### src/rtl/wbu_commit.sv
// Write-back and commit stage: owns the GPR file, machine CSRs and the PC, retires one
// instruction per in handshake and offers the next PC to the fetch unit.
module wbu_commit #(
    parameter int                   XLEN        = 32,
    parameter int                   NREG        = 32,
    parameter logic [XLEN-1:0]      RESET_PC    = 32'h3000_0000,
    parameter logic [XLEN-1:0]      MSTATUS_RST = 32'h0000_1800,
    localparam int                  RAW         = $clog2(NREG)
) (
    input  logic            clk,
    input  logic            rst,
    input  logic            in_valid,
    output logic            in_ready,
    input  logic            in_wen,
    input  logic [RAW-1:0]  in_rd,
    input  logic [XLEN-1:0] in_wdata,
    input  logic [XLEN-1:0] in_rs1,
    input  logic [XLEN-1:0] in_imm,
    input  logic            in_pca_sel,
    input  logic            in_pcb_sel,
    input  logic [2:0]      in_csr_op,
    input  logic [11:0]     in_csr_addr,
    output logic            out_valid,
    input  logic            out_ready,
    output logic [XLEN-1:0] out_pc,
    input  logic [RAW-1:0]  raddr1,
    input  logic [RAW-1:0]  raddr2,
    output logic [XLEN-1:0] rdata1,
    output logic [XLEN-1:0] rdata2,
    output logic            csr_err
);

    typedef enum logic { WAIT_IFU, WAIT_EXU } state_e;

    typedef enum logic [2:0] {
        OP_NONE  = 3'b000,
        OP_ECALL = 3'b001,
        OP_CSRRW = 3'b010,
        OP_CSRRS = 3'b011,
        OP_MRET  = 3'b100,
        OP_CSRRC = 3'b101
    } csr_op_e;

    localparam logic [11:0] ADDR_MSTATUS  = 12'h300;
    localparam logic [11:0] ADDR_MTVEC    = 12'h305;
    localparam logic [11:0] ADDR_MSCRATCH = 12'h340;
    localparam logic [11:0] ADDR_MEPC     = 12'h341;
    localparam logic [11:0] ADDR_MCAUSE   = 12'h342;

    state_e          state, state_nxt;
    logic [XLEN-1:0] gpr [NREG];
    logic [XLEN-1:0] mstatus, mtvec, mepc, mcause, mscratch;

    logic            in_fire, out_fire;
    csr_op_e         op;
    logic            is_csr_rmw;
    logic            csr_known;
    logic [XLEN-1:0] csr_old, csr_new;
    logic [XLEN-1:0] pc_nxt;
    logic            gpr_we;
    logic [XLEN-1:0] gpr_wd;

    assign out_valid = (state == WAIT_IFU);
    assign in_ready  = !out_valid || out_ready;
    assign in_fire   = in_valid && in_ready;
    assign out_fire  = out_valid && out_ready;

    assign op         = csr_op_e'(in_csr_op);
    assign is_csr_rmw = (op == OP_CSRRW) || (op == OP_CSRRS) || (op == OP_CSRRC);

    // NOTE: every variable gets a default at the top of always_comb so no path infers a latch.
    always_comb begin
        state_nxt = state;
        if (in_fire)
            state_nxt = WAIT_IFU;
        else if (out_fire)
            state_nxt = WAIT_EXU;
    end

    always_comb begin
        csr_old   = '0;
        csr_known = 1'b1;
        case (in_csr_addr)
            ADDR_MSTATUS:  csr_old = mstatus;
            ADDR_MTVEC:    csr_old = mtvec;
            ADDR_MSCRATCH: csr_old = mscratch;
            ADDR_MEPC:     csr_old = mepc;
            ADDR_MCAUSE:   csr_old = mcause;
            default:       csr_known = 1'b0;
        endcase
    end

    always_comb begin
        csr_new = csr_old;
        case (op)
            OP_CSRRW: csr_new = in_rs1;
            OP_CSRRS: csr_new = csr_old | in_rs1;
            OP_CSRRC: csr_new = csr_old & ~in_rs1;
            default:  csr_new = csr_old;
        endcase
    end

    // Traps and returns override the adder; everything else uses A + B.
    always_comb begin
        pc_nxt = (in_pca_sel ? in_imm : XLEN'(4)) + (in_pcb_sel ? in_rs1 : out_pc);
        if (op == OP_ECALL)
            pc_nxt = mtvec;
        else if (op == OP_MRET)
            pc_nxt = mepc;
    end

    always_comb begin
        gpr_we = 1'b0;
        gpr_wd = in_wdata;
        if (is_csr_rmw) begin
            gpr_we = in_fire && (in_rd != '0);
            gpr_wd = csr_old;
        end else if (op != OP_ECALL && op != OP_MRET) begin
            gpr_we = in_fire && in_wen && (in_rd != '0);
        end
    end

    // NOTE: sequential state uses non-blocking assignments only, so every register samples pre-edge values.
    always_ff @(posedge clk or negedge rst) begin
        if (!rst) begin
            state    <= WAIT_IFU;
            out_pc   <= RESET_PC;
            mstatus  <= MSTATUS_RST;
            mtvec    <= '0;
            mepc     <= '0;
            mcause   <= '0;
            mscratch <= '0;
            csr_err  <= 1'b0;
        end else begin
            state   <= state_nxt;
            csr_err <= in_fire && is_csr_rmw && !csr_known;
            if (in_fire) begin
                out_pc <= pc_nxt;
                case (op)
                    OP_ECALL: begin
                        mepc   <= out_pc;
                        mcause <= XLEN'(11);
                    end
                    OP_MRET: begin
                        mstatus[3] <= mstatus[7];
                        mstatus[7] <= 1'b1;
                    end
                    OP_CSRRW, OP_CSRRS, OP_CSRRC: begin
                        case (in_csr_addr)
                            ADDR_MSTATUS:  mstatus  <= csr_new;
                            ADDR_MTVEC:    mtvec    <= csr_new;
                            ADDR_MSCRATCH: mscratch <= csr_new;
                            ADDR_MEPC:     mepc     <= csr_new;
                            ADDR_MCAUSE:   mcause   <= csr_new;
                            default:       ;
                        endcase
                    end
                    default: ;
                endcase
            end
        end
    end

    // NOTE: the register file is reset explicitly because architectural GPRs must read 0 after reset.
    always_ff @(posedge clk or negedge rst) begin
        if (!rst) begin
            for (int i = 0; i < NREG; i++)
                gpr[i] <= '0;
        end else if (gpr_we) begin
            gpr[in_rd] <= gpr_wd;
        end
    end

    assign rdata1 = (raddr1 == '0) ? '0 : gpr[raddr1];
    assign rdata2 = (raddr2 == '0) ? '0 : gpr[raddr2];

endmodule
### config.mk
export PLATFORM = sky130hd
export DESIGN_NAME = wbu_commit
export DESIGN_NICKNAME = d
export VERILOG_FILES = /design/src/rtl/wbu_commit.sv
export SDC_FILE = /design/constraint.sdc
export NUM_CORES = 2
export LEC_CHECK = 0
export BUFFER_PORTS_ARGS = -buffer_cell sky130_fd_sc_hd__buf_2
export CAP_MARGIN = 10
export CELL_PAD_IN_SITES_DETAIL_PLACEMENT = 1
export CELL_PAD_IN_SITES_GLOBAL_PLACEMENT = 2
export CORE_ASPECT_RATIO = 1.1
export CORE_MARGIN = 5
export CORE_UTILIZATION = 47
export CTS_BUF_LIST = sky130_fd_sc_hd__clkbuf_8
export DETAILED_ROUTE_END_ITERATION = 6
export PLACE_DENSITY = 0.95
export SLEW_MARGIN = 30
export SYNTH_ARGS = -nofsm -noshare
export SYNTH_HDL_FRONTEND = slang
export SYNTH_SLANG_ARGS = --single-unit
### constraint.sdc
create_clock -name clk -period 5.45 [get_ports clk]
set_clock_uncertainty 0.05 [all_clocks]
set_input_delay 1.09 -clock clk [delete_from_list [all_inputs] [get_ports clk]]
set_output_delay 1.09 -clock clk [all_outputs]
set_load 0.1 [all_outputs]
== Word-level counts from Yosys, hierarchy flattened ==
Index checks and enable logic that the tools add are counted.

* Register bits: 1218
* Bits in latches: 0
* RAM bits: 0
* Memory bits (read-only): 0
* Input port bits: 133
* Output and inout port bits: 99
* Word-level logic and storage cells: 125
* Memories: 0

* Add/sub/neg operators: 1
* $mul: 0
* Divide/modulo/power cells: 0
* $lt $le $gt $ge: 4
* Eq/ne operators: 15
* Shifts and indexed selects: 0
* Mux-type cells: 30
* Bitwise gates (word level): 7
* Reduce and logical (&&, ||, !) cells: 27

{| class="wikitable"
|+ Operator list
! operator !! count
|-
| bitwise mux 1024 bit || 1
|-
| 2-to-1 mux 32 bit || 14
|-
| binary-select mux 32 bit (select 5 bit) || 2
|-
| demux 32 bit (select 5 bit) || 1
|-
| case mux 32 bit (5 select lines) || 1
|-
| case mux 32 bit (2 select lines) || 2
|-
| case mux 32 bit (3 select lines) || 1
|-
| == test 12 x 10 -> 1 bit (second input constant) || 5
|-
| adder 32 bit || 1
|-
| bitwise AND 32 bit || 1
|-
| inverter 32 bit || 1
|-
| bitwise OR 32 bit || 1
|-
| >= comparator 6 bit (second input constant) || 3
|-
| inverter 5 -> 6 bit || 3
|-
| AND reduction 3 bit || 6
|-
| zero test 5 bit || 2
|-
| logical AND 1 bit || 9
|-
| 2-to-1 mux 8 bit || 1
|-
| == test 3 x 2 -> 1 bit (second input constant) || 2
|-
| == test 3 bit (second input constant) || 2
|-
| < comparator 6 x 1 -> 1 bit (second input constant) || 1
|-
| != test 2 x 1 -> 1 bit (second input constant) || 3
|-
| nonzero test 2 bit || 3
|-
| 2-to-1 mux 1 bit || 5
|-
| 10 further kinds || 13
|}

== Logic depth before layout (Yosys ltp) ==
* Depth after elaboration: 6
* Depth in mapped cells: 14
* Gate-level depth less buffers: 13

== Worst setup path after synthesis ==
No wires, ideal clock.

* Path type: input-to-output
* Start point: input raddr1[0]
* End point: output rdata1[21]
* Data arrival time: 3877 ps
* Setup slack: 433 ps
* Stages on the path: 7
* Path buffers: 3
* Cell sequence: buf_2 -> buf_2 -> buf_1 -> mux4_2 -> mux4_2 -> mux2i_1 -> nor2_1

* Longest elaborated chain between the ends: 5
* Elaborated cells between the ends (all ways): 6

{| class="wikitable"
|+ RTL lines
! what !! RTL line !! text
|-
| start: declaration || 26 || <nowiki>input logic [RAW-1:0] raddr1,</nowiki>
|-
| inverter 5 -> 6 bit (not written as such) || 174 || <nowiki>assign rdata1 = (raddr1 == '0) ? '0 : gpr[raddr1];</nowiki>
|-
| binary-select mux 32 bit (select 5 bit) || 174 ||
|-
| 2-to-1 mux 32 bit (not written as such) (2 in series) || 174 ||
|-
| 2-to-1 mux 32 bit (*) || 174 ||
|-
| end: declaration || 28 || <nowiki>output logic [XLEN-1:0] rdata1,</nowiki>
|}

Mark *: on every way between the ends. The rest lies on a longest branch, timed or not. The select of a mux whose other input is x is not followed.

== Worst setup path in the final report ==
* Start point: input raddr2[0]
* End point: output rdata2[29]

* Longest elaborated chain between the ends: 5
* Elaborated cells between the ends (all ways): 6

{| class="wikitable"
|+ RTL lines
! what !! RTL line !! text
|-
| start: declaration || 27 || <nowiki>input logic [RAW-1:0] raddr2,</nowiki>
|-
| inverter 5 -> 6 bit (not written as such) || 175 || <nowiki>assign rdata2 = (raddr2 == '0) ? '0 : gpr[raddr2];</nowiki>
|-
| binary-select mux 32 bit (select 5 bit) || 175 ||
|-
| 2-to-1 mux 32 bit (not written as such) (2 in series) || 175 ||
|-
| 2-to-1 mux 32 bit (*) || 175 ||
|-
| end: declaration || 29 || <nowiki>output logic [XLEN-1:0] rdata2,</nowiki>
|}

Marks and branches as above.

==> impl_metrics.env <==
export IMPL_grt_pass1_wl_um=355000
export IMPL_period_needed_ns=5.17
export IMPL_synth_edf_count=0
export IMPL_worst_path_max_fanout=64
export IMPL_cts_tree="done"
export IMPL_die_w_um=365
export IMPL_io_pins=232
export IMPL_rsz0062_at_grt="false"
export IMPL_cts_resized=0
export IMPL_pre_cts_ws_ns=0.292
export IMPL_avgSynthCellArea_um2=11.0
export IMPL_r2r_end="out_pc[24]"
export IMPL_die_area_um2=146000
export IMPL_rows=143
export IMPL_layout_common_cells="1216 x nand2_1, 1214 x dfrtp_1, 1083 x o21ai_0"
export IMPL_worst_r2r_setup_slack_ns=1.69
export IMPL_clk_path_buf_depth=3
export IMPL_first_pass_iters=6
export IMPL_synth_cell_types=72
export IMPL_outcome="complete, no violations"
export IMPL_ys_seq_elements=1218
export IMPL_maxCapViolations=0
export IMPL_r2r_cells=14
export IMPL_whs_ns=0.313
export IMPL_cts_clk_slew_worst_paths_ns=0.06
export IMPL_setup_violations=0
export IMPL_port_buffers=231
export IMPL_instances_no_fill=7943
export IMPL_dp_cells=7573
export IMPL_leakagePower_nw=31.9
export IMPL_seq_area_frac_synth=0.468
export IMPL_gr_total_overflow=0
export IMPL_clock_fmax_mhz=193
export IMPL_worstPathRequired_ns=4.31
export IMPL_ir_worst_vdd_mv=0.256
export IMPL_synth_top_flop_cell="dfrtp_1"
export IMPL_fin_nets=6131
export IMPL_setup_slack_ns=0.277
export IMPL_synth_top_cell_area_share=0.466
export IMPL_endpoint_kind="output port"
export IMPL_r2r_start="out_pc[0]"
export IMPL_synthTopCellsByArea="dfrtp_1 47%, mux4_2 22%, o21ai_0 8.3%, nand2_1 7.2%, clkbuf_1 2.3%"
export IMPL_clk_latency_ns=0.92
export IMPL_mostFrequentLayoutCell="nand2_1"
export IMPL_cellPowerDensity_nw_per_um2=334
export IMPL_holdPathEnd="state"
export IMPL_clock_sinks=1218
export IMPL_dp_hpwl_um=143000
export IMPL_wl_per_cell_um=29.3
export IMPL_netlist_area_um2=65200
export IMPL_drc=0
export IMPL_ctsHoldBuffers=0
export IMPL_num_vias=52272
export IMPL_wl_um=233000
export IMPL_ctsHtreeMaxLevel=4
export IMPL_finalHoldViolCount=0
export IMPL_via_per_inst=6.58
export IMPL_min_delay_start="in_valid"
export IMPL_critPathLaunchType="input pin"
export IMPL_finalSetupTns_ns=0
export IMPL_grt_pass1_vias=56949
export IMPL_core_um2=138000
export IMPL_slew_viol_final=0
export IMPL_initial_core_util=0.473
export IMPL_worst_pin_slew_ns=1.00
export IMPL_gr_usage_all_layers=0.319
export IMPL_hold_path_class="input pin to flop"
export IMPL_crit_start="raddr2[0]"
export IMPL_synth_fp_nets=6080
export IMPL_cts_setup_buffers=0
export IMPL_ant_nets=0
export IMPL_drive_gt1_frac=0.252
export IMPL_fin_crit_sh=0.949
export IMPL_die_y_um=401
export IMPL_async_reset_ff_frac=1.00
export IMPL_min_path_cells=2
export IMPL_cts_inserted_buffers=201
export IMPL_syn2layout_area_growth_pct=12.2
export IMPL_slew_limit_headroom=0.333
export IMPL_yosys_area_top_type="dfrtp_1"
export IMPL_initialDrtViolationCount=5222
export IMPL_grt_max_degree=138
export IMPL_antenna_found_initial=6
export IMPL_synthesis_instances=5915
export IMPL_place_gp_congestion=0.885
export IMPL_clock_root_buffer="clkbuf_8"
export IMPL_arrival_ns=4.03
export IMPL_yosysWarnings=0
export IMPL_crit_type="input pin to output port"
-- logic make-up (layout without fill, tap and decap cells) --
logic type / count (synthesis) / count (layout) / synth area share
buffers and inverters: 603 / 815 / 0.0432
other: 0 / 4 / 0
AND/OR/NAND/NOR: 1611 / 1611 / 0.0983
multiplexers: 820 / 820 / 0.251
flip-flops: 1218 / 1218 / 0.468
AO/OA/AOI/OAI: 1607 / 1607 / 0.131
adder cells (fa/ha/maj): 32 / 32 / 0.00626
XOR/XNOR: 24 / 24 / 0.00322
-- Yosys cell counts (all sizes together), types with 14 or more instances --
cell type and n:
dfrtp 1214, clkbuf 413, and3 27, nor2b 17, a221o 26, and2 33, a21o 14, mux2 32
nand3 21, buf 178, mux4 640, a21oi 239, mux2i 148, nor2 231, ha 31, nand2 1244
o21ai 1240
-- state kept, by name (all words and copies together) (netlist names) --
signal    cells
mcause       32
mtvec        32
gpr        1024
mscratch     32
mepc         32
out_pc       32
mstatus      32
state         1
csr_err       1
-- worst max-delay path: stages --
cell	delay [ns]
buf_8	0.59
buf_12	0.29
buf_4	0.19
mux4_2	0.51
mux4_2	0.50
mux2i_1	0.36
nor2_1	0.08
buf_2	0.32
-- stage by stage --
step / power, mW / util / cell area (um2)
global placement: 15.3 / 0.498 / 68700
floorplan: 14.1 / - / 65200
global route: 25.4 / 0.530 / 73200
finish: 24.5 / 0.530 / 73200
CTS: 24.5 / 0.530 / 73100
detailed placement: 15.6 / 0.498 / 68700
-- per-layer routing --
| layer | track usage | wire length (um) |
|---|---|---|
| met1 | 0.408 | 87200 |
| met2 | 0.514 | 112000 |
| met3 | 0.0710 | 20900 |
| met4 | 0.160 | 13100 |
| met5 | 0 | 13 |
-- final cells by class --
| type | count | area [um2] |
|---|---|---|
| fillers | 14396 | 64800 |
| multi-input cells | 4094 | 32300 |
| flip-flops and latches | 1218 | 30500 |
| repair buffers | 439 | 3680 |
| clock buffers | 257 | 3540 |
| well taps | 1812 | 2270 |
| clock inverters | 107 | 851 |
| inverters | 12 | 45.0 |
| diodes | 4 | 10.0 |
-- worst max path at each step --
stage,to,cells past startpoint,slack [ns]
2_1_floorplan,rdata1[21],7,0.43
3_3_place_gp,rdata2[29],8,0.33
3_5_place_dp,rdata2[29],8,0.29
4_1_cts,rdata2[29],8,0.29
5_1_grt,rdata2[29],8,0.19
6_report,rdata2[29],8,0.28
-- report_power, final --
part / internal [mW] / leakage [nW] / switching, mW
clock: 4.89 / 2.46 / 4.03
sequential: 9.92 / 16.5 / 0.795
combinational: 1.79 / 13.0 / 3.04
total: 16.6 / 31.9 / 7.86
Power figures use the tool's default switching activity.
